## src/rtl/camera_bus_bridge.sv

```systemverilog
// Avalon-MM slave to camera register conduit: registers each host command and replays it on the export bus.
// Optional macro CAM_BRIDGE_TIMEOUT_EN adds an export wait-state timeout and the avs_s1_timeout pulse.
module camera_bus_bridge #(
  parameter int                ADDR_W      = 2,
  parameter int                DATA_W      = 32,
  parameter int                READ_LAT    = 0,
  parameter int                TIMEOUT_CYC = 255,
  parameter logic [DATA_W-1:0] ERR_DATA    = 32'hDEAD_BEEF
) (
  input  logic                avs_s1_clk,
  input  logic                avs_s1_reset_n,
  input  logic [ADDR_W-1:0]   avs_s1_address,
  input  logic                avs_s1_read,
  input  logic                avs_s1_write,
  input  logic [DATA_W-1:0]   avs_s1_writedata,
  input  logic [DATA_W/8-1:0] avs_s1_byteenable,
  output logic [DATA_W-1:0]   avs_s1_readdata,
  output logic                avs_s1_waitrequest,
  output logic                avs_s1_export_clk,
  output logic                avs_s1_export_reset,
  output logic [ADDR_W-1:0]   avs_s1_export_address,
  output logic                avs_s1_export_read,
  output logic                avs_s1_export_write,
  output logic [DATA_W-1:0]   avs_s1_export_writedata,
  output logic [DATA_W/8-1:0] avs_s1_export_byteenable,
  input  logic [DATA_W-1:0]   avs_s1_export_readdata,
  input  logic                avs_s1_export_waitrequest
`ifdef CAM_BRIDGE_TIMEOUT_EN
  ,
  output logic                avs_s1_timeout
`endif
);

  typedef enum logic [1:0] {IDLE, ISSUE, LAT, DONE} state_t;

  state_t     state;
  logic [3:0] lat_cnt;
  logic       rst_sync_p0;
  logic       rst_sync_p1;

`ifdef CAM_BRIDGE_TIMEOUT_EN
  localparam int TO_W = ($clog2(TIMEOUT_CYC + 1) > 8) ? $clog2(TIMEOUT_CYC + 1) : 8;
  localparam logic [TO_W-1:0] TO_LAST = TO_W'(TIMEOUT_CYC - 1);
  logic [TO_W-1:0] to_cnt;
`endif

  assign avs_s1_export_clk   = avs_s1_clk;
  assign avs_s1_export_reset = rst_sync_p1;

  // camera reset: asserts with reset_n, releases two edges later
  always_ff @(posedge avs_s1_clk or negedge avs_s1_reset_n) begin
    if (!avs_s1_reset_n) begin
      rst_sync_p0 <= 1'b1;
      rst_sync_p1 <= 1'b1;
    end else begin
      rst_sync_p0 <= 1'b0;
      rst_sync_p1 <= rst_sync_p0;
    end
  end

  always_ff @(posedge avs_s1_clk or negedge avs_s1_reset_n) begin
    if (!avs_s1_reset_n) begin
      state                    <= IDLE;
      avs_s1_waitrequest       <= 1'b1;
      avs_s1_readdata          <= '0;
      avs_s1_export_address    <= '0;
      avs_s1_export_read       <= 1'b0;
      avs_s1_export_write      <= 1'b0;
      avs_s1_export_writedata  <= '0;
      avs_s1_export_byteenable <= '0;
      lat_cnt                  <= '0;
`ifdef CAM_BRIDGE_TIMEOUT_EN
      to_cnt                   <= '0;
      avs_s1_timeout           <= 1'b0;
`endif
    end else begin
      case (state)
        IDLE: begin
          avs_s1_waitrequest <= 1'b1;
`ifdef CAM_BRIDGE_TIMEOUT_EN
          to_cnt             <= '0;
`endif
          if (avs_s1_read || avs_s1_write) begin
            avs_s1_export_address    <= avs_s1_address;
            avs_s1_export_writedata  <= avs_s1_writedata;
            avs_s1_export_byteenable <= avs_s1_byteenable;
            // a simultaneous read and write is issued as the write alone
            avs_s1_export_write      <= avs_s1_write;
            avs_s1_export_read       <= avs_s1_read & ~avs_s1_write;
            state                    <= ISSUE;
          end
        end
        ISSUE: begin
          if (!avs_s1_export_waitrequest) begin
            avs_s1_export_read  <= 1'b0;
            avs_s1_export_write <= 1'b0;
            if (avs_s1_export_write) begin
              avs_s1_waitrequest <= 1'b0;
              state              <= DONE;
            end else if (READ_LAT == 0) begin
              avs_s1_readdata    <= avs_s1_export_readdata;
              avs_s1_waitrequest <= 1'b0;
              state              <= DONE;
            end else begin
              lat_cnt <= 4'(READ_LAT - 1);
              state   <= LAT;
            end
          end
`ifdef CAM_BRIDGE_TIMEOUT_EN
          else if (to_cnt == TO_LAST) begin
            avs_s1_export_read  <= 1'b0;
            avs_s1_export_write <= 1'b0;
            if (avs_s1_export_read) begin
              avs_s1_readdata <= ERR_DATA;
            end
            avs_s1_timeout     <= 1'b1;
            avs_s1_waitrequest <= 1'b0;
            state              <= DONE;
          end else begin
            to_cnt <= to_cnt + TO_W'(1);
          end
`endif
        end
        LAT: begin
          if (lat_cnt == 4'd0) begin
            avs_s1_readdata    <= avs_s1_export_readdata;
            avs_s1_waitrequest <= 1'b0;
            state              <= DONE;
          end else begin
            lat_cnt <= lat_cnt - 4'd1;
          end
        end
        DONE: begin
          avs_s1_waitrequest <= 1'b1;
`ifdef CAM_BRIDGE_TIMEOUT_EN
          avs_s1_timeout     <= 1'b0;
`endif
          state              <= IDLE;
        end
        default: state <= IDLE;
      endcase
    end
  end

endmodule

```

## config.mk

```make
export PLATFORM = sky130hd
export DESIGN_NAME = camera_bus_bridge
export DESIGN_NICKNAME = d
export VERILOG_FILES = /design/src/rtl/camera_bus_bridge.sv
export SDC_FILE = /design/constraint.sdc
export NUM_CORES = 1
export LEC_CHECK = 0
export CORE_ASPECT_RATIO = 1.75
export CORE_MARGIN = 1.5
export CORE_UTILIZATION = 40
export DETAILED_ROUTE_END_ITERATION = 8
export PLACE_DENSITY_LB_ADDON = 0.3
export REMOVE_ABC_BUFFERS = 1
export SYNTH_ARGS = -nofsm -noshare
export SYNTH_HDL_FRONTEND = slang
export SYNTH_SLANG_ARGS = --single-unit
```

## constraint.sdc

```tcl
create_clock -name avs_s1_clk -period 3.41 [get_ports avs_s1_clk]
set_clock_uncertainty 0.05 [all_clocks]
set_input_delay 1.023 -clock avs_s1_clk [delete_from_list [all_inputs] [get_ports avs_s1_clk]]
set_output_delay 1.023 -clock avs_s1_clk [all_outputs]
set_load 0.01 [all_outputs]
```

==> summary.txt, run 1 <==
Clocking
  – Clock insertion delay at the later pin of the skew report: between 0.4 and 0.5 ns
  – Postcts setup bufs: 0
  – CTS tree: done
  – Hold Buf Count CTS: 0
  – Clock transition at path regs: about 0.05 ns

Die
  – Initial Utilization: 41.8%
  – DIE WIDTH: about 70 um
  – Core area: 7620 um^2
  – # IOs: 150
  – Die ar.: 8540 um^2
  – Die Height: 121 um
  – Number of cell rows: 42

Timing
  – WHS: 0.305 ns
  – Final Max Slew Viols: 0
  – Final hold violation count: 0
  – RSZ-0062 raised after global routing: no
  – Endpoints failing setup: 0
  – Slew @ Worst Pin: 1.00 ns
  – Max-Slew Margin vs Limit: roughly 33%

Logic synthesis
  – Mapped cell area: between 3000 and 4000 um^2
  – Mapped Cells: approximately 200
  – Warnings from Yosys: 0
  – Synth unique cells: 28
  – Register area share after synthesis: ~64%
  – Avg Cell Area, Syn: 16.1 um^2
  – Flop and latch count out of synthesis: 81

Cells and area
  – Synthesis-to-layout area growth: 60.6%
  – Final cell count without fillers: 449
  – Ratio of cells with drive above 1 in the final layout: 27.1%
  – ANT cells: 0
  – Post-layout nets: around 440
  – Filler instances: 576
  – Final design utilization: 67.2%

Worst setup path
  – Type of the worst setup path: clk -> out
  – Worst EP required: 2.34 ns
  – Worst setup EP type: output pin
  – CP max stage cell: dlygate4sd2_1
  – CP bufs+invs: 3
  – CP peak stage delay: 0.27 ns
  – CP delay by family, top: buffers and inverters
  – CP startpoint kind: clock port
  – Crit path DAT: ~2.2 ns
  – Critical path cell sequence: clkbuf_16 -> clkbuf_16 -> dlygate4sd2_1
  – Most frequent CP cell: clkbuf_16
  – Max FO, Critical Path: 2

Routing
  – Drt first-iter violations: 87
  – Post-route ant nets: 0
  – Routed WL: 7.11 mm
  – Vias: 2188
  – First drt pass iteration count: 4
  – DR vias/cell: about 4.9
  – Drt drc: 0
  – Routed length per instance: 15.8 um

Job
  – Max Cap Violations: 0

Placed design
  – Final HPWL DP: between 5 and 6 mm
  – PortBufs: between 100 and 150
  – Placed Instances: 430
  – Routability cong.: 0.698

Global route
  – GR Overflow Total: 0
  – GRT Total Usage: 17.5%
  – Initial antenna violation count: 0
  – Vias in the first global route: 2360
  – Largest net degree at the start of global routing: slightly above 80
  – First-pass GRT wire length: between 10 and 15 mm

Power and ir drop
  – Power density over the cells: 962 nW/um^2
  – Peak VDD IR: 546 uV
  – Leakage dissipation: 2.17 nW

Run status
  – Status: complete, no violations

Min path
  – Worst hold-check path type: reg -> reg
## layout make-up
| cell class | instances | area [um^2] | share of cell area [%] |
|---|---|---|---|
| Sequential cell | 81 | 2030 | 39.7 |
| Timing Repair Buffer | 151 | 1510 | 29.6 |
| Multi-Input combinational cell | 102 | 1080 | 21.1 |
| Clock buffer | 15 | 327 | 6.38 |
| Tap cell | 88 | 110 | 2.15 |
| Clock inverter | 5 | 31.3 | 0.611 |
| Inverter | 7 | 26.3 | 0.513 |
## cells in the mapped netlist
library cell   n  area share [%]
o21ai_0        2            0.31
dfstp_2        3             2.5
ha_1           5             2.0
nand3_1        1            0.16
buf_4          1            0.24
mux2i_1        4             1.3
or3b_1         1            0.27
conb_1         1            0.12
nand2_1        3            0.35
nand2b_1       1            0.20
nor2_1         1            0.12
nor3_1         1            0.16
buf_6          3             1.1
mux2_1         3             1.1
xnor2_1        2            0.55
a22o_1         1            0.27
mux2_2        69              24
clkbuf_1       1            0.12
dfrtp_1       78              61
and2b_2        1            0.27
or3b_4         1            0.35
inv_1          7            0.82
a222oi_1       1            0.31
a21boi_0       1            0.24
a22oi_4        1            0.67
buf_2          3            0.47
o2bb2ai_1      1            0.27
a32o_1         1            0.31
## metal layers
metal	up-vias	global-route usage (%)	part of all wire (%)
li1	1004	-	-
met1	1060	19.1	37
met2	107	29.1	52
met3	17	5.56	7.7
met4	0	10.7	3.5
met5	-	0	0
## per-stage QoR
step | instance area, um^2 | TNS [ns] | power (W) | setup slack (ns)
floorplan | 3130 | -36.33 | 0.00270 | -0.956
global placement | 4770 | 0 | 0.00386 | 0.183
detailed placement | 4770 | 0 | 0.00392 | 0.183
CTS | 5120 | 0 | 0.00500 | 0.112
global route | 5120 | 0 | 0.00520 | 0.112
finish | 5120 | 0 | 0.00493 | 0.116
## flip-flops by register name, indices dropped and copies added (netlist names), 2 cells and up
| signal | count |
|---|---|
| avs_s1_export_address | 2 |
| lat_cnt | 4 |
| avs_s1_readdata | 32 |
| state | 2 |
| avs_s1_export_writedata | 32 |
| avs_s1_export_byteenable | 4 |
## power by group
group | total (W) | internal [W] | switching (W) | leakage [nW]
registers | 0.00166 | 0.00144 | 0.000229 | 0.959
clock network | 0.00107 | 0.000670 | 0.000401 | 0.178
logic | 0.00219 | 0.00139 | 0.000798 | 1.04
total | 0.00493 | 0.00350 | 0.00143 | 2.17
## worst register-to-register path: cells and delay by family, from the launching register on
kind | cells | cell delay, ns
and+or+nand+nor | 1 | 0.41
DFF | 1 | 0.40
muxes | 1 | 0.38
buffers and inverters | 2 | 0.30
adders and majority gates | 1 | 0.26
AOI/OAI and AO/OA | 1 | 0.18
## cells in the final DEF, fill, tap and decap left out, drive strengths merged, types with 2 or more instances in the layout
master,synthesis,final
mux2,72,72
dfstp,3,3
ha,5,5
clkinv,0,4
clkbuf,1,14
o21ai,2,2
inv,7,7
or3b,2,2
xnor2,2,2
clkdlybuf4s50,0,147
nand2,3,3
mux2i,4,4
buf,7,4
dfrtp,78,78
## what timing repair did
action / CTS / global route
hold endpoints to repair: 0 / 0
setup endpoints to repair: 1 / 0
resized for setup: 1 / 0
## worst paths after layout
path,from,endpoint,slack (ns),depth (start not counted)
max,avs_s1_clk,avs_s1_export_clk,0.12,3
min,rst_sync_p0,avs_s1_export_reset,0.31,0
max reg2reg,state[1],avs_s1_readdata[3],1.31,6
min reg2reg,rst_sync_p0,avs_s1_export_reset,0.31,0
max in group asynchronous,avs_s1_reset_n,avs_s1_export_reset,1.93,2
min in group asynchronous,avs_s1_reset_n,avs_s1_readdata[16],0.69,1
## cells by family after synthesis
logic type,synth area share (%)
AO/OA/AOI/OAI,2.39
other,0.118
adder cells (fa/ha/maj),1.96
flip-flops,63.7
AND/OR/NAND/NOR,1.88
multiplexers,26.7
XOR/XNOR,0.550
buffers and inverters,2.71
Power figures use the tool's default switching activity.
==> run 2: changes to the inputs <==
--- a/config.mk
+++ b/config.mk
@@ -6,7 +6,7 @@
 export NUM_CORES = 1
 export LEC_CHECK = 0
 export CORE_ASPECT_RATIO = 1.75
-export CORE_MARGIN = 1.5
+export CORE_MARGIN = 8
 export CORE_UTILIZATION = 40
 export DETAILED_ROUTE_END_ITERATION = 8
 export PLACE_DENSITY_LB_ADDON = 0.3
==> run 2 against run 1 <==
  * Die area up 31%
  * Via count fell by 1.5%
  * Sequential power hardly changed
  * Largest cell class unchanged
==> summary.txt, run 2 (same netlist as run 1, synthesis figures left out) <==
Clocking
  – Clock transition at path regs: 0.05 ns
  – Postcts setup bufs: 0
  – Clock insertion delay at the later pin of the skew report: approximately 0.44 ns
  – Resized Gates After CTS: 1
  – Hold Buf Count CTS: 0
  – CTS tree: done

Global route
  – GR Overflow Total: 0
  – First-pass GRT wire length: 12.5 mm
  – GRT Total Usage: around 14%
  – Initial antenna violation count: 0
  – Vias in the first global route: 2432
  – Largest net degree at the start of global routing: 82

Timing
  – Max-Slew Margin vs Limit: 32.2%
  – Setup TNS: 0 ns
  – Slew @ Worst Pin: a little over 1 ns
  – Final Max Slew Viols: 0
  – Endpoints failing setup: 0
  – RSZ-0062 raised after global routing: no
  – Final hold violation count: 0

Job
  – Max Cap Violations: 0

Power and ir drop
  – Power density over the cells: 962 nW/um^2
  – Peak VDD IR: around 630 uV
  – Total power: 0.00491 W
  – Leakage dissipation: about 2.2 nW

Routing
  – DR vias/cell: 4.79
  – Post-route ant nets: 0
  – Routed WL: about 7.8 mm
  – Drt first-iter violations: 66
  – Drt drc: 0
  – Vias: 2155
  – Routed length per instance: 17.4 um
  – First drt pass iteration count: 4

Cells and area
  – Post-layout nets: 435
  – Synthesis-to-layout area growth: 60.1%
  – Ratio of cells with drive above 1 in the final layout: 25.6%
  – Leading cell type in the layout, fill and taps excluded: clkdlybuf4s50_1
  – Top flop regs: avs_s1_export_writedata x32, avs_s1_readdata x32
  – Commonest non-fill, non-tap cells in the layout: clkdlybuf4s50_1 (147), dfrtp_1 (78), mux2_2 (69), clkbuf_16 (12), inv_1 (7)
  – ANT cells: 0

Placed design
  – Final HPWL DP: 5.82 mm
  – Routability cong.: 0.693
  – PortBufs: 149

Die
  – Core area: 7860 um^2
  – Die Height: 134 um
  – Number of cell rows: 43
  – DIE WIDTH: between 80 and 90 um
  – Initial Utilization: roughly two fifths
  – # IOs: 150
  – Die ar.: 11200 um^2

Worst setup path
  – Max FO, Critical Path: 2
  – Worst EP required: about 2.3 ns
  – Reg2Reg Capture Point: avs_s1_readdata[1]
  – Type of the worst setup path: clk -> out
  – Worst setup EP type: output pin
  – Worst R2R Start: state[1]
  – FF-to-FF path depth: 6
  – Crit path DAT: 2.22 ns
  – Reg2reg setup slack: 1.30 ns
  – CP startpoint kind: clock port

Min path
  – Hold depth: 0
  – Worst Hold End: avs_s1_export_reset
  – Worst hold-check path type: reg -> reg
  – Hold Startpoint: rst_sync_p0

Run status
  – Status: complete, no violations
run 2: per-stage QoR:
step	cells	setup WS, ns	util (%)	hold WS, ns	instance area [um^2]
after global placement	431	0.183	60.7	0.296	4770
final	450	0.114	65.0	0.305	5100
after floorplan	190	-0.956	-	0.295	3130
after detailed placement	431	0.183	60.7	0.297	4770
after global routing	450	0.104	65.0	0.310	5100
after CTS	450	0.107	65.0	0.305	5100
run 2: where the power goes:
group / leakage (nW) / internal, W / switching [W]
Sequential: 0.959 / 0.00144 / 0.000229
Clock: 0.167 / 0.000675 / 0.000373
Combinational: 1.03 / 0.00139 / 0.000805
Total: 2.16 / 0.00350 / 0.00141
run 2: worst max-delay path by stage:
| stage | to | slack [ns] | start | cells past startpoint |
|---|---|---|---|---|
| after floorplan | avs_s1_export_address[0] | -0.96 | avs_s1_write | 2 |
| after CTS | avs_s1_export_clk | 0.11 | avs_s1_clk | 3 |
| after global placement | avs_s1_export_clk | 0.18 | avs_s1_clk | 1 |
| after detailed placement | avs_s1_export_clk | 0.18 | avs_s1_clk | 1 |
| final | avs_s1_export_clk | 0.11 | avs_s1_clk | 3 |
| after global routing | avs_s1_export_clk | 0.10 | avs_s1_clk | 3 |
run 2: final cells by class:
cell class	instances	area, um^2
multi-input combinational	102	1080
inverter	7	26.3
fill	616	2750
tap	90	113
sequential	81	2030
clock buffer	20	345
timing repair buffer	150	1510
run 2: worst max-delay path: stages:
cell           delay (ns)
clkbuf_16            0.12
clkbuf_16            0.13
dlygate4sd2_1        0.27
run 2: per-layer routing:
| metal | part of all wire, % | routed length (um) | up-vias | track usage (%) |
|---|---|---|---|---|
| li1 | - | - | 1003 | - |
| met1 | 35 | 2730 | 1067 | 13.7 |
| met2 | 56 | 4410 | 75 | 25.2 |
| met3 | 6.3 | 489 | 10 | 4.68 |
| met4 | 2.4 | 185 | 0 | 9.36 |
| met5 | 0 | 0 | - | 0 |
==> run 3: changes to the inputs <==
==> constraint.sdc (replaced) <==
create_clock -name avs_s1_clk -period 3.3 [get_ports avs_s1_clk]
set_clock_uncertainty 0.05 [all_clocks]
set_input_delay 0.99 -clock avs_s1_clk [delete_from_list [all_inputs] [get_ports avs_s1_clk]]
set_output_delay 0.99 -clock avs_s1_clk [all_outputs]
set_load 0.01 [all_outputs]
==> run 3 against run 2 <==
  * Via count fell by 0.19%
  * Register-to-register slack worse by 0.12 ns
  * Sequential cell count did not move
  * Sequential share of layout area is 0.26 points lower
  * Core utilization increased by 0.43 points
  * Largest power group unchanged
==> summary.txt, run 3 (same netlist as run 1, synthesis figures left out) <==
Run status
  – Status: complete, no violations

Worst setup path
  – Max FO, Critical Path: 2
  – Critical path cell sequence: clkbuf_16 -> clkbuf_16 -> dlygate4sd2_1
  – Type of the worst setup path: clk -> out
  – Reg2Reg Capture Point: avs_s1_readdata[3]
  – CP startpoint kind: clock port
  – Crit path DAT: 2.17 ns
  – Most frequent CP cell: clkbuf_16
  – CP bufs+invs: 3
  – FF-to-FF path depth: 6
  – CP peak stage delay: about 0.27 ns
  – CP delay by family, top: buffers and inverters
  – Reg2reg setup slack: 1.18 ns
  – CP max stage cell: dlygate4sd2_1
  – Worst R2R Start: state[1]
  – Worst EP required: 2.26 ns
  – Worst setup EP type: output pin

Cells and area
  – Final cell count without fillers: 451
  – Synthesis-to-layout area growth: 61.1%
  – ANT cells: 0
  – Ratio of cells with drive above 1 in the final layout: between 20% and 30%
  – Commonest non-fill, non-tap cells in the layout: clkdlybuf4s50_1 (147), dfrtp_1 (78), mux2_2 (69), clkbuf_16 (12), inv_1 (7)
  – Leading cell type in the layout, fill and taps excluded: clkdlybuf4s50_1
  – Top flop regs: avs_s1_export_writedata x32, avs_s1_readdata x32
  – Post-layout nets: 436
  – Fin area: between 5000 and 6000 um^2
  – Final design utilization: between 60 and 70%

Timing
  – Endpoints failing setup: 0
  – WHS: 0.300 ns
  – RSZ-0062 raised after global routing: no
  – Final Max Slew Viols: 0
  – Final hold violation count: 0

Power and ir drop
  – Peak VDD IR: 627 uV
  – Power density over the cells: 994 nW/um^2
  – Leakage dissipation: 2.18 nW

Job
  – Max Cap Violations: 0

Placed design
  – PortBufs: 149
  – Routability cong.: 0.703
  – Placed Instances: 432
  – Post-DP Area: 4790 um^2
  – Final HPWL DP: 5.93 mm

Clocking
  – Resized Gates After CTS: 1
  – CTS tree: done
  – Hold Buf Count CTS: 0
  – Postcts setup bufs: 0
  – Clock insertion delay at the later pin of the skew report: 0.44 ns
  – Clock transition at path regs: about 0.060 ns

Routing
  – Drt drc: 0
  – Post-route ant nets: 0
  – DR vias/cell: 4.77
  – First drt pass iteration count: 4
  – Routed length per instance: ~17 um
  – Vias: 2151
  – Drt first-iter violations: 33
  – Routed WL: 7.80 mm

Min path
  – Hold Startpoint: rst_sync_p0
  – Worst hold-check path type: reg -> reg
  – Worst Hold End: avs_s1_export_reset
  – Hold depth: 0

Die
  – Core area: 7860 um^2
  – Initial Utilization: 40.6%
  – Die ar.: 11200 um^2
  – # IOs: 150
  – Die Height: 134 um
  – DIE WIDTH: 83.5 um
  – Number of cell rows: 43

Global route
  – Global routing usage on met3: 5.53%
  – First-pass GRT wire length: roughly 13 mm
  – Met2 GRT Util: approximately 25%
  – Initial antenna violation count: 0
  – Largest net degree at the start of global routing: 48
  – GRT Total Usage: 14.2%
  – Vias in the first global route: 2452
  – Global-route track usage on met1: 13.7%
  – GR peak layer: met2
  – GR Overflow Total: 0
==> run 3: changes by cell type in the layout (fill, tap and decap cells not counted), sizes merged <==
cell	previous run	this run
buf	3	4
clkbuf	19	16
clkinv	0	3
==> run 3: stage by stage <==
step / power [W] / TNS [ns] / worst slack [ns]
after floorplan: 0.00279 / -39.25 / -1.03
after global placement: 0.00403 / 0 / 0.161
after detailed placement: 0.00409 / 0 / 0.161
after CTS: 0.00521 / 0 / 0.0830
after global routing: 0.00541 / 0 / 0.0787
final: 0.00511 / 0 / 0.0911
==> run 3: worst max-delay path by stage <==
stage	from	to	cells past startpoint
floorplan	avs_s1_write	avs_s1_export_address[0]	2
detailed placement	avs_s1_clk	avs_s1_export_clk	1
finish	avs_s1_clk	avs_s1_export_clk	3
global placement	avs_s1_clk	avs_s1_export_clk	1
global route	avs_s1_clk	avs_s1_export_clk	3
CTS	avs_s1_clk	avs_s1_export_clk	3
==> run 3: final cells by class <==
class,instances,area (um^2)
fill,626,2720
sequential,81,2030
tap,90,113
clock buffer,17,344
multi-input combinational,102,1080
inverter,7,26.3
timing repair buffer,151,1530
clock inverter,3,15.0
==> run 3: metal layers <==
metal  vias to the layer above  part of all wire [%]  wire length, um
met5                         -                     0                0
met4                         0                   1.6              125
met3                        10                   6.8              534
met2                        74                    56             4370
met1                      1062                    36             2770
li1                       1005                     -                -
==> run 3: power by group <==
part           internal, W  switching, W
Combinational      0.00144      0.000834
Sequential         0.00148      0.000234
Clock             0.000713      0.000402
==> run 3: worst reg2reg max path: stages, from the launching register on <==
cell	delay [ns]
dfrtp_1	0.40
inv_1	0.09
ha_1	0.27
or3b_1	0.42
a22oi_4	0.19
buf_12	0.22
mux2_2	0.37
